[src/rtl/monobit_pkg.sv]
// Shared types and defaults for the monobit (frequency) randomness tester.
package monobit_pkg;

  typedef enum logic [1:0] {
    IDLE    = 2'd0,
    COLLECT = 2'd1,
    DONE    = 2'd2
  } state_t;

  localparam int unsigned DEF_N_BITS = 128;
  localparam int unsigned DEF_THRESH = 29;

  // |2*ones - n| without signed intermediates
  function automatic int unsigned abs_excess(input int unsigned ones, input int unsigned n);
    if (2 * ones >= n) return 2 * ones - n;
    else               return n - 2 * ones;
  endfunction

endpackage

[src/rtl/monobit_if.sv]
// Bit stream in, block verdict out, between pin mapping and the test core.
interface monobit_if #(
  parameter int unsigned N_BITS = 128
);
  localparam int unsigned CW = $clog2(N_BITS) + 1;

  logic          en;
  logic          start;
  logic          bit_valid;
  logic          bit_in;
  logic          busy;
  logic          done;
  logic          pass;
  logic          fail;
  logic [CW-1:0] abs_s;
  logic [CW-1:0] ones;
  logic [3:0]    blk_cnt;

  modport master (
    output en, start, bit_valid, bit_in,
    input  busy, done, pass, fail, abs_s, ones, blk_cnt
  );

  modport slave (
    input  en, start, bit_valid, bit_in,
    output busy, done, pass, fail, abs_s, ones, blk_cnt
  );

endinterface

[src/rtl/monobit_core.sv]
// Monobit test core: collects N_BITS bits, counts ones and grades |2*ones - N|.
module monobit_core
  import monobit_pkg::*;
#(
  parameter int unsigned N_BITS = DEF_N_BITS,
  parameter int unsigned THRESH = DEF_THRESH
) (
  input  logic     clk,
  input  logic     rst_n,
  monobit_if.slave bus
);

  localparam int unsigned CW = $clog2(N_BITS) + 1;

  state_t        state, state_n;
  logic [CW-1:0] bit_cnt, bit_cnt_n;
  logic [CW-1:0] ones, ones_n;
  logic [CW-1:0] ones_acc;
  logic [CW-1:0] abs_q, abs_n;
  logic          done_q, done_n;
  logic          pass_q, pass_n;
  logic          fail_q, fail_n;
  logic [3:0]    blk_q, blk_n;

  always_ff @(posedge clk or negedge rst_n) begin
    if (!rst_n) begin
      state   <= IDLE;
      bit_cnt <= '0;
      ones    <= '0;
      abs_q   <= '0;
      done_q  <= 1'b0;
      pass_q  <= 1'b0;
      fail_q  <= 1'b0;
      blk_q   <= '0;
    end else begin
      state   <= state_n;
      bit_cnt <= bit_cnt_n;
      ones    <= ones_n;
      abs_q   <= abs_n;
      done_q  <= done_n;
      pass_q  <= pass_n;
      fail_q  <= fail_n;
      blk_q   <= blk_n;
    end
  end

  always_comb begin
    state_n   = state;
    bit_cnt_n = bit_cnt;
    ones_n    = ones;
    abs_n     = abs_q;
    done_n    = done_q;
    pass_n    = pass_q;
    fail_n    = fail_q;
    blk_n     = blk_q;
    ones_acc  = ones + CW'(bus.bit_in);

    if (bus.en) begin
      if (bus.start) begin
        state_n   = COLLECT;
        bit_cnt_n = '0;
        ones_n    = '0;
        abs_n     = '0;
        done_n    = 1'b0;
        pass_n    = 1'b0;
        fail_n    = 1'b0;
      end else if (state == COLLECT && bus.bit_valid) begin
        bit_cnt_n = bit_cnt + CW'(1);
        ones_n    = ones_acc;
        // Grade from the count including this final bit so the verdict lands with DONE
        if (bit_cnt == CW'(N_BITS - 1)) begin
          state_n = DONE;
          abs_n   = CW'(abs_excess(32'(ones_acc), N_BITS));
          done_n  = 1'b1;
          pass_n  = (abs_n <= CW'(THRESH));
          fail_n  = !pass_n;
          blk_n   = blk_q + 4'd1;
        end
      end
    end
  end

  assign bus.busy    = (state == COLLECT);
  assign bus.done    = done_q;
  assign bus.pass    = pass_q;
  assign bus.fail    = fail_q;
  assign bus.abs_s   = abs_q;
  assign bus.ones    = ones;
  assign bus.blk_cnt = blk_q;

endmodule

[src/rtl/tt_um_monobit.sv]
// Tiny Tapeout wrapper: pin mapping, ena gating and result byte mux around monobit_core.
module tt_um_monobit
  import monobit_pkg::*;
#(
  parameter int unsigned N_BITS = DEF_N_BITS,
  parameter int unsigned THRESH = DEF_THRESH
) (
  input  logic [7:0] ui_in,
  output logic [7:0] uo_out,
  input  logic [7:0] uio_in,
  output logic [7:0] uio_out,
  output logic [7:0] uio_oe,
  input  logic       ena,
  input  logic       clk,
  input  logic       rst_n
);

  monobit_if #(.N_BITS(N_BITS)) bus ();

  logic out_sel;
  logic unused;

  assign bus.en        = ena;
  assign bus.bit_in    = ui_in[0] & ena;
  assign bus.bit_valid = ui_in[1] & ena;
  assign bus.start     = ui_in[2] & ena;
  assign out_sel       = ui_in[3] & ena;

  monobit_core #(
    .N_BITS (N_BITS),
    .THRESH (THRESH)
  ) u_core (
    .clk   (clk),
    .rst_n (rst_n),
    .bus   (bus)
  );

  assign uo_out  = {bus.blk_cnt, bus.fail, bus.pass, bus.done, bus.busy};
  assign uio_out = out_sel ? 8'(bus.ones) : 8'(bus.abs_s);
  assign uio_oe  = 8'hFF;

  assign unused = &{1'b0, ui_in[7:4], uio_in};

endmodule

[config.mk]
export PLATFORM = sky130hd
export DESIGN_NAME = tt_um_monobit
export DESIGN_NICKNAME = d
export VERILOG_FILES = /design/src/rtl/monobit_pkg.sv /design/src/rtl/monobit_if.sv /design/src/rtl/monobit_core.sv /design/src/rtl/tt_um_monobit.sv
export SDC_FILE = /design/constraint.sdc
export NUM_CORES = 1
export LEC_CHECK = 0
export CORE_MARGIN = 3
export CORE_UTILIZATION = 48
export CTS_BUF_LIST = sky130_fd_sc_hd__clkbuf_8
export DETAILED_ROUTE_END_ITERATION = 10
export PLACE_DENSITY = 0.83
export SYNTH_ARGS = -nofsm -noshare
export SYNTH_HDL_FRONTEND = slang
export SYNTH_SLANG_ARGS = --single-unit
[constraint.sdc]
create_clock -name clk -period 2.45 [get_ports clk]
set_input_delay 0.49 -clock clk [delete_from_list [all_inputs] [get_ports clk]]
set_output_delay 0.49 -clock clk [all_outputs]
set_load 0.005 [all_outputs]
==> flow_metrics.tcl, run 1 <==
set metrics [dict create \
    status "completed" \
    die_x_um 71.9 \
    cts_tree "yes" \
    place_ws_ns -0.535 \
    cp_max_fo 4 \
    p_per_area_nw_per_um2 418 \
    clkTransAtPathRegs_ns 0.07 \
    setup_viol 0 \
    root_buffer "clkbuf_8" \
    drt_iter0_markers 124 \
    hold_depth 2 \
    avgRoutedWirePerCell_um 15.6 \
    postCtsHoldBufs 0 \
    whs_ns 0.481 \
    synth_common_cells "31 x dfrtp_1, 27 x nand2_1, 25 x o21ai_0, 16 x nor2_1, 15 x buf_4" \
    fmax_mhz 415 \
    p_leak_uw 0.00129 \
    gp_congestion 0.964 \
    first_pass_iters 5 \
    sw_frac_of_total_pct 25.8 \
    cts_max_level 2 \
    antenna_cells 0 \
    ctsLongestPathBuffers 2 \
    fin_nets 308 \
    grt_setup_unrepaired "no" \
    power.share.clock_pct 40.1 \
    hold_class "reg -> reg" \
    p_seq_share_pct 45.7 \
    grt_max_degree 32 \
    num_io_pins 43 \
    drv_slew 0 \
    die_h_um 71.9 \
    p_comb_share_pct 14.2 \
    setup.worst_path.class "in -> reg" \
    min_period_ns 2.41 \
    grt_use_total_pct 21.7 \
    r2r_cells 8 \
    worstPathArrival_ns 2.59 \
    power_uw 1140 \
    seqCellArea_sq_um 776 \
    port_buffers 22 \
    crit_required_ns 2.63 \
    synthFlopType "dfrtp_1" \
    grt_pass1_wl_um 8720 \
    synth_top_area_share_pct 37.2 \
    ys_top_cells_by_area "dfrtp_1 37%, o21ai_0 6.0%, buf_4 5.4%" \
    place_hpwl_um 3670 \
    fillers 320 \
    synth_top_cell_by_area "dfrtp_1" \
    row_count 23 \
    vias 1914 \
    drive_gt1_share_pct 24.9 \
    async_flop_share_pct 100 \
    ys_seq_area_share_pct 37.2 \
    synth-seq-cells 31 \
    syn_area_per_cell_sq_um 9.15 \
    cp-end-kind "register" \
    ys_types 50 \
    numCtsBuffers 5 \
    grt_pass1_vias 1895 \
    initial_core_util_pct 51.0 \
    synth_enable_flop_cells 0 \
    wirelength_um 5220 \
    skew_ns 0.00649 \
    p_switching_uw 294 \
    syn2layout_area_growth_pct 30.9 \
    drc 0 \
    ys_warn_count 0 \
    die-area_sq_um 5170 \
    ir_drop_mv 0.308 \
    yosysMostFrequentCell "dfrtp_1" \
    start_kind "primary input" \
    syn_area_sq_um 2090 \
    antenna_found_initial 0 \
    setup_slack_ns 0.0378 \
    internal_power_uw 848 \
    drtAntennaViolNets 0 \
    drt-vias-per-instance 5.71 \
    hold_viol 0 \
    clock-sinks 31 \
    core_area_sq_um 4090 \
    clock_latency_ns 0.29 \
    synthCells 228 \
    multi_input_area_sq_um 1220 \
    period_share_pct 98.5 \
    maxCapViolations 0 \
    grt_overflow_total 0 \
]
-- per-stage QoR --
stage | std cells | instance area [sq um] | TNS [ns] | util, %
6_report | 335 | 2730 | 0 | 66.8
5_1_grt | 335 | 2730 | 0 | 66.8
4_1_cts | 335 | 2720 | 0 | 66.6
3_5_place_dp | 323 | 2550 | -3.72 | 62.3
3_3_place_gp | 323 | 2550 | -3.06 | 62.3
2_1_floorplan | 235 | 2150 | 0 | -
-- cells by family after synthesis --
group / share of synthesized area, %
AOI/OAI and AO/OA: 20.0
DFF: 37.2
adders and majority gates: 3.00
muxes: 3.12
and+or+nand+nor: 21.2
other: 0.180
buffers and inverters: 9.84
xor gates and xnor gates: 5.46
-- power groups by stage --
stage / sequential (uW) / combinational [uW] / clock (uW)
final: 522 / 162 / 458
after global routing: 522 / 176 / 480
after CTS: 522 / 159 / 456
after detailed placement: 531 / 150 / 0
after global placement: 531 / 145 / 0
after floorplan: 530 / 89.1 / 0
-- what timing repair did --
action	CTS	global route
gates resized for setup	10	7
setup endpoints to repair	12	10
pin swaps	6	5
setup buffers	4	0
endpoints found under the hold margin	0	0
-- path summary, 6_finish.rpt --
path / from / end / slack [ns]
worst max-delay path: ui_in[0] / u_core.bus.fail$_DFFE_PN0P_ / 0.04
min in group asynchronous: rst_n / u_core.bus.ones[4]$_DFFE_PN0P_ / 0.60
worst min-delay path: u_core.bus.abs_s[5]$_DFFE_PN0P_ / u_core.bus.abs_s[5]$_DFFE_PN0P_ / 0.48
max in group asynchronous: rst_n / u_core.bus.blk_cnt[3]$_DFFE_PN0P_ / 1.55
worst max register to register: u_core.bus.ones[0]$_DFFE_PN0P_ / u_core.bus.fail$_DFFE_PN0P_ / 0.07
worst min register to register: u_core.bus.abs_s[5]$_DFFE_PN0P_ / u_core.bus.abs_s[5]$_DFFE_PN0P_ / 0.48
-- area by class of cell --
type	count	area share, %
Inverter	6	0.825
Tap cell	50	2.29
Timing Repair Buffer	64	20.3
Clock inverter	1	0.137
Sequential cell	31	28.4
Multi-Input combinational cell	176	44.5
Clock buffer	7	3.53
-- routing by layer --
| layer | global-route usage, % | up-vias | share of wire (%) | routed length (um) |
|---|---|---|---|---|
| li1 | - | 911 | - | - |
| met1 | 26.8 | 941 | 42 | 2170 |
| met2 | 35.9 | 51 | 51 | 2650 |
| met3 | 5.26 | 11 | 5.4 | 282 |
| met4 | 9.60 | 0 | 2.1 | 112 |
| met5 | 0 | - | 0 | 0 |
-- state kept, by name (all words and copies together), names as in the netlist --
register and flops:
u_core.bus.pass 1, u_core.bit_cnt 8, u_core.bus.abs_s 7, u_core.bus.fail 1
u_core.state 1, u_core.bus.done 1, u_core.bus.ones 8, u_core.bus.blk_cnt 4
-- layout by cell type (no fill, tap or decap), types with 4 or more instances in the layout --
cell type | Yosys | final
a21oi_1 | 9 | 9
and3_1 | 5 | 5
buf_4 | 15 | 41
clkbuf_8 | 2 | 7
clkdlybuf4s50_1 | 0 | 16
conb_1 | 1 | 8
dfrtp_1 | 31 | 31
dlymetal6s2s_1 | 0 | 4
inv_1 | 6 | 7
mux2_2 | 4 | 4
nand2_1 | 27 | 26
nand3_1 | 6 | 5
nand4_1 | 7 | 7
nor2_1 | 16 | 16
o21ai_0 | 25 | 25
or3_1 | 5 | 4
xnor2_1 | 7 | 7
xor2_1 | 6 | 5
-- critical path: stages --
cell	delay, ns
clkdlybuf4s15_1	0.16
and2_4	0.14
ha_4	0.16
ha_4	0.18
xor2_4	0.17
or3_4	0.43
o211a_1	0.13
a211oi_2	0.29
and4b_1	0.23
a211o_1	0.22
Power figures use the tool's default switching activity.
==> run 2, diff against run 1 <==
- CORE_UTILIZATION: 48 -> 53
- PLACE_DENSITY: 0.83 -> 0.86
- SLEW_MARGIN: unset -> 20
- clock period: 2.45 -> 2.6 ns (I/O delays scaled with it)
==> run 2 against run 1 <==
  * Utilization up 6.1 points
  * Setup slack worse by 0.0089 ns
  * Total power down 2.9%
  * Clock skew down 0.00073 ns
  * Clock-buffer cell count down 2
  * Sequential power down 5.9%
==> flow_metrics.tcl, run 2 (synthesized netlist as in run 1, its figures left out) <==
set metrics [dict create \
    status "completed" \
    crit_required_ns 2.08 \
    hold_class "reg -> reg" \
    initial_core_util_pct 56.1 \
    fin_setup_tns_ns 0 \
    wirelength_um 5640 \
    place_hpwl_um 3740 \
    skew_ns 0.00575 \
    start_kind "primary input" \
    cts_tree "yes" \
    fillers 259 \
    timing.critical_path.cells "clkdlybuf4s50_1 > nand2_1 > buf_12 > mux2_2 > clkdlybuf4s50_1" \
    drive_gt1_share_pct 24.6 \
    die_h_um 68.7 \
    critical_path_buf_inv_count 3 \
    grt_overflow_total 0 \
    ir_drop_mv 0.320 \
    num_io_pins 43 \
    maxCapViolations 0 \
    period_share_pct 98.9 \
    grt_pass1_wl_um 9050 \
    critical-path-top-delay-family "buffers and inverters" \
    min_period_ns 2.57 \
    power_uw 1110 \
    drt-vias-per-instance 5.83 \
    sw_frac_of_total_pct 24.0 \
    setup.worst_path.class "in -> out" \
    drt_iter0_markers 146 \
    cpMostUsedCell "clkdlybuf4s50_1" \
    clock-sinks 31 \
    port_buffers 22 \
    cts_max_level 2 \
    drtAntennaViolNets 0 \
    max_stage_delay_ns 0.45 \
    gp_congestion 0.915 \
    root_buffer "clkbuf_8" \
    setup_slack_ns 0.0288 \
    cp_max_fo 10 \
    drc 0 \
    core_area_sq_um 3720 \
    internal_power_uw 842 \
    first_pass_iters 4 \
    grt_use_total_pct 26.3 \
    place_ws_ns -0.576 \
    slowest_stage "clkdlybuf4s50_1" \
    power.share.clock_pct 41.3 \
    clkTransAtPathRegs_ns 0.06 \
    die_x_um 68.7 \
    p_comb_share_pct 14.5 \
    layout_common_cells "41 x buf_4, 31 x dfrtp_1, 26 x nand2_1" \
    antenna_cells 0 \
    antenna_found_initial 0 \
    grt_max_degree 32 \
    setup_viol 0 \
    vias 1937 \
    ctsLongestPathBuffers 2 \
    r2r_slack_ns 0.23 \
    p_seq_share_pct 44.3 \
    avgRoutedWirePerCell_um 17.0 \
    numCtsBuffers 5 \
    worstPathArrival_ns 2.05 \
    die-area_sq_um 4720 \
    fmax_mhz 389 \
    grt_setup_unrepaired "no" \
    row_count 22 \
    p_leak_uw 0.00122 \
    p_switching_uw 267 \
    cp-end-kind "output port" \
    grt_pass1_vias 1927 \
    fin_nets 308 \
    drv_slew 0 \
    syn2layout_area_growth_pct 29.9 \
    clock_latency_ns 0.29 \
    hold_viol 0 \
    layout_commonest_cell "buf_4" \
    p_per_area_nw_per_um2 409 \
]
-- run 2: final cells by class --
| type | instances | area [sq um] | share of cell area [%] |
|---|---|---|---|
| clock buffers | 5 | 68.8 | 2.54 |
| clock inverters | 2 | 33.8 | 1.25 |
| inverters | 6 | 22.5 | 0.831 |
| multi-input cells | 176 | 1200 | 44.4 |
| flip-flops and latches | 31 | 776 | 28.6 |
| well taps | 48 | 60.1 | 2.22 |
| repair buffers | 64 | 546 | 20.1 |
-- run 2: what timing repair did --
item | in CTS | in global routing
resized for setup | 16 | 0
buffers inserted | 4 | 0
setup endpoints to repair | 10 | 0
hold buffers | 0 | 0
-- run 2: worst min-delay path, stage by stage, from the launching register on --
cell and delay [ns]:
dfrtp_1 0.34, nand2_1 0.05, o21ai_0 0.06
-- run 2: power groups by stage --
stage	clock network, uW	registers [uW]	logic [uW]
floorplan	0	499	81.0
global placement	0	499	134
detailed placement	0	499	138
CTS	463	491	153
global route	486	491	174
finish	458	491	160
-- run 2: path summary, 6_finish.rpt --
| kind | from | endpoint | cells after the start |
|---|---|---|---|
| setup / recovery | ui_in[3] | uio_out[1] | 5 |
| hold / removal | u_core.bus.abs_s[6]$_DFFE_PN0P_ | u_core.bus.abs_s[6]$_DFFE_PN0P_ | 2 |
| setup reg to reg | u_core.bus.ones[0]$_DFFE_PN0P_ | u_core.bus.pass$_DFFE_PN0P_ | 9 |
| hold reg to reg | u_core.bus.abs_s[6]$_DFFE_PN0P_ | u_core.bus.abs_s[6]$_DFFE_PN0P_ | 2 |
| max in group asynchronous | rst_n | u_core.bus.ones[3]$_DFFE_PN0P_ | 2 |
| min in group asynchronous | rst_n | u_core.bus.blk_cnt[1]$_DFFE_PN0P_ | 2 |
-- run 2: metal layers --
layer | global-route usage, % | vias up | share of wire, %
met3 | 8.43 | 31 | 6.5
li1 | - | 916 | -
met1 | 30.5 | 909 | 39
met2 | 41.8 | 81 | 49
met4 | 16.5 | 0 | 5.5
met5 | 0 | - | 0
-- run 2: per-stage QoR --
stage               cell area [sq um]  instances  utilization, %  hold slack (ns)
floorplan                        2120        235               -            0.224
global placement                 2520        321            67.8            0.460
detailed placement               2520        321            67.8            0.476
CTS                              2710        332            72.9            0.490
global route                     2710        332            72.9            0.510
finish                           2710        332            72.9            0.482
==> run 3, diff against run 2 <==
- clock period: 2.6 -> 2.44 ns (I/O delays scaled with it)
==> run 3 against run 2 <==
  * Clock power about the same
  * Die area unchanged
  * Sequential share of layout area down 0.092 points
  * Routed wire length down 5.6%
  * Cell area up 0.32%
  * Utilization up 0.24 points
  * Non-clock buffer count down 4
  * First-iteration DRC count up 33%
  * Setup slack better by 0.0088 ns
  * Critical path type unchanged
==> flow_metrics.tcl, run 3 (synthesized netlist as in run 1, its figures left out) <==
set metrics [dict create \
    timing.critical_path.cells "clkdlybuf4s50_1 > nand2_2 > buf_12 > mux2_2 > clkdlybuf4s50_1" \
    die_h_um 68.7 \
    top_layer_used "met4" \
    clock-sinks 31 \
    cp-end-kind "output port" \
    core_area_sq_um 3720 \
    p_per_area_nw_per_um2 424 \
    status "completed" \
    num_io_pins 43 \
    vias 1923 \
    setup.worst_path.class "in -> out" \
    antenna_found_initial 0 \
    gp_congestion 0.919 \
    grt_overflow_total 0 \
    layout_commonest_cell "buf_4" \
    fin_nets 304 \
    route.met3.wl_um 298 \
    cpMostUsedCell "clkdlybuf4s50_1" \
    r2r-start "u_core.bus.ones[0]$_DFFE_PN0P_" \
    syn2layout_area_growth_pct 30.3 \
    numCtsBuffers 5 \
    place_hpwl_um 3770 \
    postCtsHoldBufs 0 \
    stdcell_count 329 \
    period_share_pct 98.5 \
    crit_required_ns 1.95 \
    drt-vias-per-instance 5.84 \
    max_stage_delay_ns 0.44 \
    cts_tree "yes" \
    hold_class "reg -> reg" \
    startpoint "ui_in[3]" \
    ir_drop_mv 0.361 \
    slowest_stage "clkdlybuf4s50_1" \
    skew_ns 0.00865 \
    p_leak_uw 0.00122 \
    die-area_sq_um 4720 \
    drtAntennaViolNets 0 \
    wl_met1_um 2250 \
    power_uw 1150 \
    whs_ns 0.478 \
    layout_common_cells "36 x buf_4, 31 x dfrtp_1, 26 x nand2_1" \
    setup_slack_ns 0.0376 \
    root_buffer "clkbuf_8" \
    place_ws_ns -0.528 \
    grt_max_degree 32 \
    die_x_um 68.7 \
    dp.cells 318 \
    grt_pass1_vias 1860 \
    worstPathArrival_ns 1.91 \
    first_pass_iters 4 \
    avgRoutedWirePerCell_um 16.2 \
    grt_use_total_pct 23.9 \
    initial_core_util_pct 56.1 \
    ctsLongestPathBuffers 2 \
    clock_latency_ns 0.29 \
    cts_max_level 2 \
    dr_wl_met2_um 2660 \
    setup_viol 0 \
    drc 0 \
    maxCapViolations 0 \
    drt_iter0_markers 194 \
    hold_viol 0 \
    wirelength_um 5320 \
    drive_gt1_share_pct 26.0 \
    start_kind "primary input" \
    row_count 22 \
    clkTransAtPathRegs_ns 0.06 \
    port_buffers 22 \
    min_from "u_core.bus.abs_s[5]$_DFFE_PN0P_" \
    antenna_cells 0 \
    grt_pass1_wl_um 8340 \
    r2r_slack_ns 0.15 \
    drv_slew 0 \
    cp_max_fo 10 \
    min_period_ns 2.40 \
    fmax_mhz 416 \
]
==> run 3: cell count changes in the layout (fill, tap and decap cells not counted), sizes merged <==
cell | previous run | this run
dlymetal6s2s | 0 | 1
clkinvlp | 0 | 1
bufinv | 1 | 0
buf | 42 | 38
clkbuf | 5 | 7
dlygate4sd2 | 2 | 1
inv | 7 | 6
clkdlybuf4s50 | 20 | 18
clkdlybuf4s15 | 0 | 2
==> run 3: area by class of cell <==
| type | instances | area [sq um] |
|---|---|---|
| fillers | 260 | 998 |
| repair buffers | 60 | 523 |
| flip-flops and latches | 31 | 776 |
| multi-input cells | 176 | 1230 |
| well taps | 48 | 60.1 |
| clock buffers | 7 | 96.3 |
| inverters | 6 | 25.0 |
| clock inverters | 1 | 7.51 |
==> run 3: through the flow <==
step | area, sq um | setup TNS [ns] | util, %
finish | 2720 | 0 | 73.1
floorplan | 2150 | 0 | -
CTS | 2680 | 0 | 72.2
detailed placement | 2520 | -3.81 | 67.8
global placement | 2520 | -3.03 | 67.8
global route | 2720 | -0.0188 | 73.1
==> run 3: critical path: cells and delay by family <==
kind | cells | cell delay (ns)
muxes | 1 | 0.33
and+or+nand+nor | 1 | 0.10
buffers and inverters | 3 | 1.00
==> run 3: final timing paths <==
path                                              endpoint  cells after the start
setup / recovery                                uio_out[3]                      5
hold / removal             u_core.bus.abs_s[5]$_DFFE_PN0P_                      2
setup reg to reg               u_core.bus.fail$_DFFE_PN0P_                      8
hold reg to reg            u_core.bus.abs_s[5]$_DFFE_PN0P_                      2
max in group asynchronous    u_core.bit_cnt[7]$_DFFE_PN0P_                      2
min in group asynchronous   u_core.bus.ones[4]$_DFFE_PN0P_                      2
==> run 3: timing repair <==
item | CTS | global route
setup buffers | 2 | 1
pin swaps | 7 | 10
hold endpoints to repair | 0 | 0
endpoints found under the setup margin | 12 | 7
gates resized for setup | 12 | 10
==> run 3: where the power goes <==
part	switching [uW]	leakage, uW	internal (uW)
clock network	204	0.0000505	256
registers	5.40	0.000427	518
logic	85.7	0.000748	82.5
total	295	0.00122	857
==> run 3: layer usage <==
| metal | GRT usage [%] | up-vias |
|---|---|---|
| li1 | - | 904 |
| met1 | 28.9 | 932 |
| met2 | 39.6 | 71 |
| met3 | 6.32 | 16 |
| met4 | 11.2 | 0 |
| met5 | 0 | - |
